<file path="config.mk">
export PLATFORM = sky130hd
export DESIGN_NAME = vga_timing_gen
export DESIGN_NICKNAME = d
export VERILOG_FILES = /design/src/rtl/vga_pkg.sv /design/src/rtl/vga_axis_counter.sv /design/src/rtl/vga_timing_gen.sv
export SDC_FILE = /design/constraint.sdc
export NUM_CORES = 1
export LEC_CHECK = 0
export ABC_AREA = 1
export CORE_AREA = 3 3 44 85
export DETAILED_ROUTE_END_ITERATION = 10
export DIE_AREA = 0 0 47 88
export GPL_ROUTABILITY_DRIVEN = 0
export PLACE_DENSITY = 0.73
export SYNTH_ARGS = -nofsm -noshare
export SYNTH_HDL_FRONTEND = slang
export SYNTH_SLANG_ARGS = --single-unit
</file>
<file path="constraint.sdc">
create_clock -name clk -period 3.95 [get_ports clk]
set_clock_uncertainty 0.05 [all_clocks]
set_input_delay 0.5925 -clock clk [delete_from_list [all_inputs] [get_ports clk]]
set_output_delay 0.5925 -clock clk [all_outputs]
set_load 0.01 [all_outputs]
</file>
<file path="src/rtl/vga_pkg.sv">
// Shared VGA timing definitions.
// Provides per-axis timing sets (active, front porch, sync, back porch) for
// the common modes and a helper that sums an axis into its total period.
package vga_pkg;

   typedef struct packed {
      logic [15:0] active;
      logic [15:0] fp;
      logic [15:0] sync;
      logic [15:0] bp;
   } axis_timing_t;

   // 640x480 @ 60 Hz (25.175 MHz pixel clock)
   localparam axis_timing_t VGA_640X480_H = '{active: 16'd640, fp: 16'd16, sync: 16'd96,  bp: 16'd48};
   localparam axis_timing_t VGA_640X480_V = '{active: 16'd480, fp: 16'd10, sync: 16'd2,   bp: 16'd33};

   // 800x600 @ 60 Hz (40 MHz pixel clock)
   localparam axis_timing_t VGA_800X600_H = '{active: 16'd800, fp: 16'd40, sync: 16'd128, bp: 16'd88};
   localparam axis_timing_t VGA_800X600_V = '{active: 16'd600, fp: 16'd1,  sync: 16'd4,   bp: 16'd23};

   function automatic int unsigned axis_total(input int unsigned active, input int unsigned fp,
                                              input int unsigned sync, input int unsigned bp);
      return active + fp + sync + bp;
   endfunction

endpackage

</file>
<file path="src/rtl/vga_axis_counter.sv">
// One raster axis: position counter plus next-state sync/active decode.
// Ports:
//   clk_i, rst_i    : clock, synchronous active-high reset (count -> TOTAL-1)
//   inc_i           : advance the position by one this clk
//   count_o         : current position, registered, 0..TOTAL-1
//   wrap_c_o        : inc_i while at TOTAL-1 (combinational carry to next axis)
//   sync_nxt_c_o    : sync level for the position taking effect at the next edge
//   active_nxt_c_o  : active-region flag for that same next position
module vga_axis_counter
   import vga_pkg::*;
#(
   parameter int unsigned ACTIVE = 640,
   parameter int unsigned FP     = 16,
   parameter int unsigned SYNC   = 96,
   parameter int unsigned BP     = 48,
   parameter bit          POL    = 1'b0,
   parameter int unsigned W      = 10
) (
   input  logic         clk_i,
   input  logic         rst_i,
   input  logic         inc_i,
   output logic [W-1:0] count_o,
   output logic         wrap_c_o,
   output logic         sync_nxt_c_o,
   output logic         active_nxt_c_o
);

   localparam int unsigned TOTAL      = axis_total(ACTIVE, FP, SYNC, BP);
   localparam int unsigned SYNC_START = ACTIVE + FP;
   localparam int unsigned SYNC_END   = SYNC_START + SYNC;

   if (TOTAL > (32'(1) << W)) begin : g_width_err
      $error("vga_axis_counter: axis total does not fit in W bits");
   end
   if (BP < 1) begin : g_bp_err
      $error("vga_axis_counter: back porch must be at least 1");
   end

   logic [W-1:0] count_q, count_d;

   // Next position and the decode of that position, so registered outputs
   // downstream line up with the count they accompany.
   always_comb begin
      count_d        = count_q;
      wrap_c_o       = inc_i && (count_q == W'(TOTAL - 1));
      if (wrap_c_o) begin
         count_d = '0;
      end else if (inc_i) begin
         count_d = count_q + W'(1);
      end
      sync_nxt_c_o   = ((count_d >= W'(SYNC_START)) && (count_d < W'(SYNC_END))) ? POL : ~POL;
      active_nxt_c_o = (count_d < W'(ACTIVE));
   end

   always_ff @(posedge clk_i) begin
      if (rst_i) begin
         count_q <= W'(TOTAL - 1);
      end else begin
         count_q <= count_d;
      end
   end

   assign count_o = count_q;

endmodule

</file>
<file path="src/rtl/vga_timing_gen.sv">
// Parametrised VGA raster timing generator with pixel-clock-enable divider.
// Ports:
//   clk, rst     : system clock, synchronous active-high reset
//   en           : run enable; low freezes all state and drops the strobes
//   pix_tick     : combinational, high in the clk the pixel position advances
//   x, y         : current raster position
//   hsync, vsync : sync outputs, active level set by HS_POL / VS_POL
//   video_on     : inside the visible area
//   line_start   : one-clk strobe on arriving at x == 0
//   frame_start  : one-clk strobe on arriving at (0, 0)
module vga_timing_gen
   import vga_pkg::*;
#(
   parameter int unsigned H_ACTIVE = 32'(VGA_640X480_H.active),
   parameter int unsigned H_FP     = 32'(VGA_640X480_H.fp),
   parameter int unsigned H_SYNC   = 32'(VGA_640X480_H.sync),
   parameter int unsigned H_BP     = 32'(VGA_640X480_H.bp),
   parameter int unsigned V_ACTIVE = 32'(VGA_640X480_V.active),
   parameter int unsigned V_FP     = 32'(VGA_640X480_V.fp),
   parameter int unsigned V_SYNC   = 32'(VGA_640X480_V.sync),
   parameter int unsigned V_BP     = 32'(VGA_640X480_V.bp),
   parameter bit          HS_POL   = 1'b0,
   parameter bit          VS_POL   = 1'b0,
   parameter int unsigned PIX_DIV  = 1,
   parameter int unsigned H_W      = 10,
   parameter int unsigned V_W      = 10
) (
   input  logic           clk,
   input  logic           rst,
   input  logic           en,
   output logic           pix_tick,
   output logic [H_W-1:0] x,
   output logic [V_W-1:0] y,
   output logic           hsync,
   output logic           vsync,
   output logic           video_on,
   output logic           line_start,
   output logic           frame_start
);

   localparam int unsigned DIV_W = (PIX_DIV > 1) ? $clog2(PIX_DIV) : 1;

   if (PIX_DIV < 1) begin : g_div_err
      $error("vga_timing_gen: PIX_DIV must be at least 1");
   end

   logic [DIV_W-1:0] div_cnt_q, div_cnt_d;
   logic             h_wrap, v_wrap;
   logic             h_sync_nxt, v_sync_nxt;
   logic             h_act_nxt, v_act_nxt;
   logic             hsync_q, vsync_q, video_on_q, line_start_q, frame_start_q;

   // Pixel-rate enable; suppressed during reset so no advance leaks out.
   always_comb begin
      pix_tick  = ~rst & en & (div_cnt_q == DIV_W'(PIX_DIV - 1));
      div_cnt_d = div_cnt_q;
      if (en) begin
         div_cnt_d = pix_tick ? '0 : div_cnt_q + DIV_W'(1);
      end
   end

   vga_axis_counter #(
      .ACTIVE(H_ACTIVE), .FP(H_FP), .SYNC(H_SYNC), .BP(H_BP), .POL(HS_POL), .W(H_W)
   ) u_h (
      .clk_i         (clk),
      .rst_i         (rst),
      .inc_i         (pix_tick),
      .count_o       (x),
      .wrap_c_o      (h_wrap),
      .sync_nxt_c_o  (h_sync_nxt),
      .active_nxt_c_o(h_act_nxt)
   );

   // Vertical axis advances on the horizontal carry.
   vga_axis_counter #(
      .ACTIVE(V_ACTIVE), .FP(V_FP), .SYNC(V_SYNC), .BP(V_BP), .POL(VS_POL), .W(V_W)
   ) u_v (
      .clk_i         (clk),
      .rst_i         (rst),
      .inc_i         (h_wrap),
      .count_o       (y),
      .wrap_c_o      (v_wrap),
      .sync_nxt_c_o  (v_sync_nxt),
      .active_nxt_c_o(v_act_nxt)
   );

   // Output registers fed from next-state decode: zero skew against x/y.
   always_ff @(posedge clk) begin
      if (rst) begin
         div_cnt_q     <= '0;
         hsync_q       <= ~HS_POL;
         vsync_q       <= ~VS_POL;
         video_on_q    <= 1'b0;
         line_start_q  <= 1'b0;
         frame_start_q <= 1'b0;
      end else if (en) begin
         div_cnt_q     <= div_cnt_d;
         hsync_q       <= h_sync_nxt;
         vsync_q       <= v_sync_nxt;
         video_on_q    <= h_act_nxt & v_act_nxt;
         line_start_q  <= h_wrap;
         frame_start_q <= h_wrap & v_wrap;
      end else begin
         line_start_q  <= 1'b0;
         frame_start_q <= 1'b0;
      end
   end

   assign hsync       = hsync_q;
   assign vsync       = vsync_q;
   assign video_on    = video_on_q;
   assign line_start  = line_start_q;
   assign frame_start = frame_start_q;

endmodule

</file>
== Word-level counts from Yosys, hierarchy flattened ==
Cells that the tools add are included.

* Flip-flop bits (word level): 26
* Latch bits: 0
* RAM bits: 0
* Bits in read-only memories: 0
* Output and inout port bits: 26
* Word-level logic and storage cells: 38
* Memories kept: 0

* Add/sub/neg operators: 3
* $mul: 0
* Div/mod/pow operators: 0
* $lt $le $gt $ge: 6
* Equal/unequal tests: 2
* Shift operators: 0
* Muxes and demuxes: 7
* Bitwise gates (word level): 7
* Reductions and logical operators: 5

{| class="wikitable"
|+ Operators by type and width
! operator !! number
|-
| $mux W10 || 4
|-
| $add A10 B1 Y10 const B || 2
|-
| $eq A10 B10 Y1 const B || 2
|-
| $lt A10 B10 Y1 const B || 2
|-
| $lt A10 B9 Y1 const B || 2
|-
| $ge A10 B10 Y1 const B || 1
|-
| $ge A10 B9 Y1 const B || 1
|-
| $and A1 B1 Y1 || 4
|-
| $logic_and A1 B1 Y1 || 4
|-
| $mux W1 || 3
|-
| $not A1 Y1 || 3
|-
| $reduce_or A2 Y1 || 1
|-
| $add A1 B1 Y1 const B || 1
|}

== Longest topological paths before layout ==
* Depth in word-level cells: 9
* Gate-level depth with buffers: 13

== Modules after synthesis ==
From an unflattened synthesis, not the netlist that was laid out.

* Cells, all modules: 222
* Area total of the unflattened synthesis: 1516.5 um2

{| class="wikitable"
|+ Modules (own cells, without submodules)
! module !! instances !! cells each !! area an instance (um2) !! seq. area each (um2)
|-
| vga_axis_counter (u_v) || 1 || 99 || 670.6 || 200.2
|-
| vga_axis_counter (u_h) || 1 || 95 || 636.9 || 200.2
|-
| vga_timing_gen || 1 || 28 || 209.0 || 120.1
|}

== Least setup slack after synthesis ==
OpenSTA, ideal clock, no wires.

* Path type: reg-to-reg
* Start: reg u_h.count_q[0] (netlist: u_h.count_o[0])
* End: reg vsync_q (netlist: vsync)
* Library setup time: 0.116 ns
* Arrival time: 1.678 ns
* Data required time: 3.784 ns
* Slack: 2.106 ns
* Stages on the path, launching flop included: 12
* Path through: dfxtp_1 -> ha_1 -> nand3_1 -> nor2_8 -> nand2_4 -> buf_6 -> o21ai_2 -> nand3_1 -> nor2_1 -> nand2_1 -> o21ai_1 -> nand2_1

* Word-level cells in the longest chain between the ends: 7
* Elaborated cells on any way between the ends: 9

{| class="wikitable"
|+ Ends and longest elaborated chain
! what !! RTL line !! text
|-
| from (decl) || vga_axis_counter.sv:39 || <nowiki>logic [W-1:0] count_q, count_d;</nowiki>
|-
| from (signal assigned) || vga_axis_counter.sv:57 || <nowiki>count_q <= W'(TOTAL - 1);</nowiki>
|-
| from (signal assigned) || vga_axis_counter.sv:59 || <nowiki>count_q <= count_d;</nowiki>
|-
| $eq A10 B10 Y1 (*) || vga_axis_counter.sv:45 || <nowiki>wrap_c_o = inc_i && (count_q == W'(TOTAL - 1));</nowiki>
|-
| $logic_and A1 B1 Y1 (*) || vga_axis_counter.sv:45 ||
|-
| $mux W10 or $logic_and A1 B1 Y1 (tied branches) || vga_axis_counter.sv:48, vga_axis_counter.sv:45 ||
|-
| $mux W10 (*) || vga_axis_counter.sv:46 || <nowiki>if (wrap_c_o) begin</nowiki>
|-
| $ge A10 B9 Y1 or $lt A10 B9 Y1 (tied branches) || vga_axis_counter.sv:51 || <nowiki>sync_nxt_c_o = ((count_d >= W'(SYNC_START)) && (count_d < W'(SYNC_END))) ? POL : ~POL;</nowiki>
|-
| $logic_and A1 B1 Y1 (*) || vga_axis_counter.sv:51 ||
|-
| $mux W1 (*) || vga_axis_counter.sv:51 ||
|-
| to (signal assigned) || vga_timing_gen.sv:92 || <nowiki>vsync_q <= ~VS_POL;</nowiki>
|-
| to (signal assigned) || vga_timing_gen.sv:99 || <nowiki>vsync_q <= v_sync_nxt;</nowiki>
|-
| to (decl) || vga_timing_gen.sv:51 || <nowiki>logic hsync_q, vsync_q, video_on_q, line_start_q, frame_start_q;</nowiki>
|}

Mark *: on every way between the ends. The rest lies on a longest branch, timed or not.
A chain may end at the register's enable or synchronous reset.

== Final worst setup path ==
* Start: in rst
* End: out pix_tick

* Word-level cells in the longest chain between the ends: 3

{| class="wikitable"
|+ Ends and longest elaborated chain
! what !! RTL line !! text
|-
| from (decl) || vga_timing_gen.sv:29 || <nowiki>input logic rst,</nowiki>
|-
| $not A1 Y1 || vga_timing_gen.sv:55 || <nowiki>pix_tick = ~rst & en & (div_cnt_q == DIV_W'(PIX_DIV - 1));</nowiki>
|-
| $and A1 B1 Y1 (2 in series) || vga_timing_gen.sv:55 ||
|-
| to (decl) || vga_timing_gen.sv:31 || <nowiki>output logic pix_tick,</nowiki>
|}

Every way passes these cells.

==> qor.log <==
qor: status.outcome finished clean
qor: grt.grt_first_pass_wirelength 6040 µm
qor: grt.grt_usage 0.202
qor: power.internal-power 496 µW
qor: sta.max_slew.worst_pin.slew 467 ps
qor: synth.syn_inst 235
qor: finish.layout_cell_share_with_drive_strength_beyond_1 0.0875
qor: route.drt_first_pass_iters 4
qor: setup_path.critPathMaxFanout 13
qor: grt.globalRoute.totalOverflow 0
qor: grt.first_global_vias 1421
qor: clock_network.cts_setup_buffers 0
qor: setup_path.worstPathRequired 3310 ps
qor: setup_path.worstPathCellList clkdlybuf4s50_1 -> inv_2 -> nand2_2 -> nor2_4 -> clkdlybuf4s50_1
qor: die.fp-row-count 29
qor: run.max_cap_violations 0
qor: hold_path.hold_path.class flop to flop
qor: power.vdd_ir_drop_max 0.279 mV
qor: clock_network.clock_tree_from_tritoncts yes
qor: synth.yosys.cell_types.count 29
qor: synth.synth_fp_nets 241
qor: clock_network.cts.path.max_buffers 2
qor: clock_network.cts.repair.resized 0
qor: finish.final_nets 270
qor: setup_path.crit_path_max_incr_delay 640 ps
qor: finish.area.growth.synth_to_final 23.6%
qor: power.clock_power_share 0.311
qor: route.detailroute.via_count 1513
qor: finish.final_core_util 0.590
qor: setup_path.critPathLaunchType input port
qor: clock_network.cts-htree-levels 1
qor: setup_path.setup.worst_path.end_class primary output
qor: clock_network.clk_latency 280 ps
qor: power.power_switching_share 0.311
qor: die.floorplan.die_area 4140 µm²
qor: placed_design.io_buffers 28
qor: sta.hold_viol 0
qor: setup_path.criticalPathCategory input port to primary output
qor: sta.fmax 0.331 GHz
qor: power.power.density_cell_area 382 nW/µm²
qor: die.num_io_pins 29
qor: clock_network.clkTransAtPathRegs 90 ps
qor: power.p_comb_frac 0.270
qor: clock_network.tritoncts_num_sinks 26
qor: clock_network.hold_buffers 0
qor: synth.synthesis.area_per_instance 6.48 µm²
qor: route.wirelength 3770 µm
qor: die.die_h 88 µm
qor: sta.timing.final.crit_period 3020 ps
qor: setup_path.crit_slowest_cell sky130_fd_sc_hd__clkdlybuf4s50_1
qor: grt.maximum_number_of_pins_on_one_net_before_global_route_repair 16
qor: placed_design.dpl.hpwl 3000 µm
qor: finish.filler_cell_count 314
qor: die.floorplan.initialDensity 0.477
qor: clock_network.cts.root.buffer_cell sky130_fd_sc_hd__clkbuf_8
qor: sta.slew_viol_final 0
qor: setup_path.crit_arrival 2380 ps
qor: route.ant_nets 0
qor: setup_path.cp_common_cell sky130_fd_sc_hd__clkdlybuf4s50_1
qor: synth.mappedNetlistArea 1520 µm²
qor: die.die_w 47 µm
qor: sta.fin_setup_tns 0 ps
qor: route.detail_route.vias_per_cell 5.15
qor: route.drc 0
qor: sta.worst_slew_margin_rel 0.687
qor: sta.grt_setup_unrepaired no
qor: power.seq_power_share 0.419
qor: synth.ys_ff_latch 26
qor: sta.period_share 0.766
qor: route.routed_wire_length_per_instance 12.8 µm
qor: synth.ys_warn_count 0
qor: clock_network.tritoncts.num_buffers 3
qor: power.cellLeakagePower 0.000900 µW
qor: sta.setup_viol 0
qor: route.detailedRoute.firstIterationViolations 30
qor: power.net-switching-power 224 µW
qor: synth.synth_sequential_area_ratio 0.342
qor: grt.antenna_violations_before_repair 0
qor: die.core_area 3190 µm²
qor: finish.antenna-diode-count 0
## worst max-delay path: cells and delay by family
family                 cells  cell delay (ps)
buffers and inverters      3             1530
AND/OR/NAND/NOR            2              250
## cell families (layout without fill, tap and decap cells)
kind of cell    after synthesis  count (layout)  synth area share
flops                        26              26             0.342
buf+inv                      36              64            0.0993
simple gates                145             145             0.443
fa+ha+maj                     3               3            0.0246
compound gates               23              23            0.0805
xor+xnor                      2               2            0.0115
## per-layer routing
metal  up-vias  GRT usage  wire (µm)
li1        794          -          -
met5         -          0          0
met2        27      0.364       2100
met4         0      0.128        180
met1       677      0.200       1410
met3        15     0.0267         81
## sequential cells by signal, indices dropped and copies added, names as in the netlist
| name | count |
|---|---|
| div_cnt_q | 1 |
| frame_start | 1 |
| hsync | 1 |
| line_start | 1 |
| u_h.count_o | 10 |
| u_v.count_o | 10 |
| video_on | 1 |
| vsync | 1 |
## power groups by stage
stage / Sequential [µW] / Clock, µW / Combinational, µW
final: 302 / 224 / 194
after global routing: 305 / 234 / 218
after CTS: 302 / 227 / 195
after detailed placement: 308 / 0 / 194
after global placement: 308 / 0 / 194
after floorplan: 313 / 0 / 124
## cells in the mapped netlist
| cell type | number | area, µm² |
|---|---|---|
| sky130_fd_sc_hd__nand2_4 | 1 | 11.3 |
| sky130_fd_sc_hd__nand3b_1 | 1 | 7.51 |
| sky130_fd_sc_hd__nand4_1 | 3 | 18.8 |
| sky130_fd_sc_hd__nor2_4 | 2 | 22.5 |
| sky130_fd_sc_hd__nor2_2 | 3 | 18.8 |
| sky130_fd_sc_hd__xor2_1 | 1 | 8.76 |
| sky130_fd_sc_hd__nor2_8 | 1 | 20.0 |
| sky130_fd_sc_hd__and3_1 | 1 | 6.26 |
| sky130_fd_sc_hd__o21ai_2 | 2 | 17.5 |
| sky130_fd_sc_hd__buf_6 | 2 | 22.5 |
| sky130_fd_sc_hd__ha_1 | 3 | 37.5 |
| sky130_fd_sc_hd__nor3_1 | 4 | 20.0 |
| sky130_fd_sc_hd__inv_1 | 29 | 109 |
| sky130_fd_sc_hd__or2_2 | 1 | 6.26 |
| sky130_fd_sc_hd__nand2_1 | 67 | 251 |
| sky130_fd_sc_hd__nor2_1 | 34 | 128 |
| sky130_fd_sc_hd__o21ai_1 | 5 | 25.0 |
| sky130_fd_sc_hd__buf_2 | 1 | 5.00 |
| sky130_fd_sc_hd__xnor2_1 | 1 | 8.76 |
| sky130_fd_sc_hd__a21oi_1 | 6 | 30.0 |
| sky130_fd_sc_hd__clkbuf_1 | 1 | 3.75 |
| sky130_fd_sc_hd__nand2_2 | 3 | 18.8 |
| sky130_fd_sc_hd__nand4_2 | 1 | 12.5 |
| sky130_fd_sc_hd__nand3_4 | 1 | 17.5 |
| sky130_fd_sc_hd__dfxtp_1 | 26 | 521 |
| sky130_fd_sc_hd__nand3_1 | 21 | 105 |
| sky130_fd_sc_hd__nand3_2 | 1 | 10.0 |
| sky130_fd_sc_hd__inv_2 | 3 | 11.3 |
| sky130_fd_sc_hd__o21ai_0 | 10 | 50.1 |
## per-stage QoR
step | setup WS, ps | power (µW) | area, µm² | cells | hold slack [ps]
global placement | 960 | 502 | 1810 | 290 | 401
detailed placement | 940 | 502 | 1810 | 290 | 423
floorplan | 2110 | 437 | 1520 | 235 | 437
CTS | 927 | 724 | 1880 | 294 | 443
finish | 926 | 719 | 1880 | 294 | 438
global route | 824 | 757 | 1880 | 294 | 461
## cells in the final DEF (no fill, tap or decap), drive strengths merged
master | netlist | layout
a21oi | 6 | 6
and3 | 1 | 1
bufinv | 0 | 1
clkbuf | 1 | 3
clkdlybuf4s50 | 0 | 28
dfxtp | 26 | 26
ha | 3 | 3
inv | 32 | 32
nand2 | 71 | 71
nand3 | 23 | 23
nand3b | 1 | 1
nand4 | 4 | 4
nor2 | 40 | 40
nor3 | 4 | 4
o21ai | 17 | 17
or2 | 1 | 1
xnor2 | 1 | 1
xor2 | 1 | 1
## cell type report
class                   instances  area [µm²]  area share
multi-input cells             173         852       0.452
flip-flops and latches         26         520       0.276
well taps                      31        38.8      0.0206
clock buffers                   3        41.3      0.0219
inverters                      32         120      0.0638
repair buffers                 28         280       0.149
clock inverters                 1        30.0      0.0159
## path summary, 6_finish.rpt
kind	start	end	slack, ps	cells after the start
max	rst	pix_tick	930	5
min	video_on$_SDFFE_PP0P_	video_on$_SDFFE_PP0P_	440	2
max reg2reg	u_h.count_o[0]$_SDFF_PP1_	vsync$_SDFFE_PP1P_	1820	12
min reg2reg	video_on$_SDFFE_PP0P_	video_on$_SDFFE_PP0P_	440	2
Note: power is estimated with default switching activity, not from simulation.
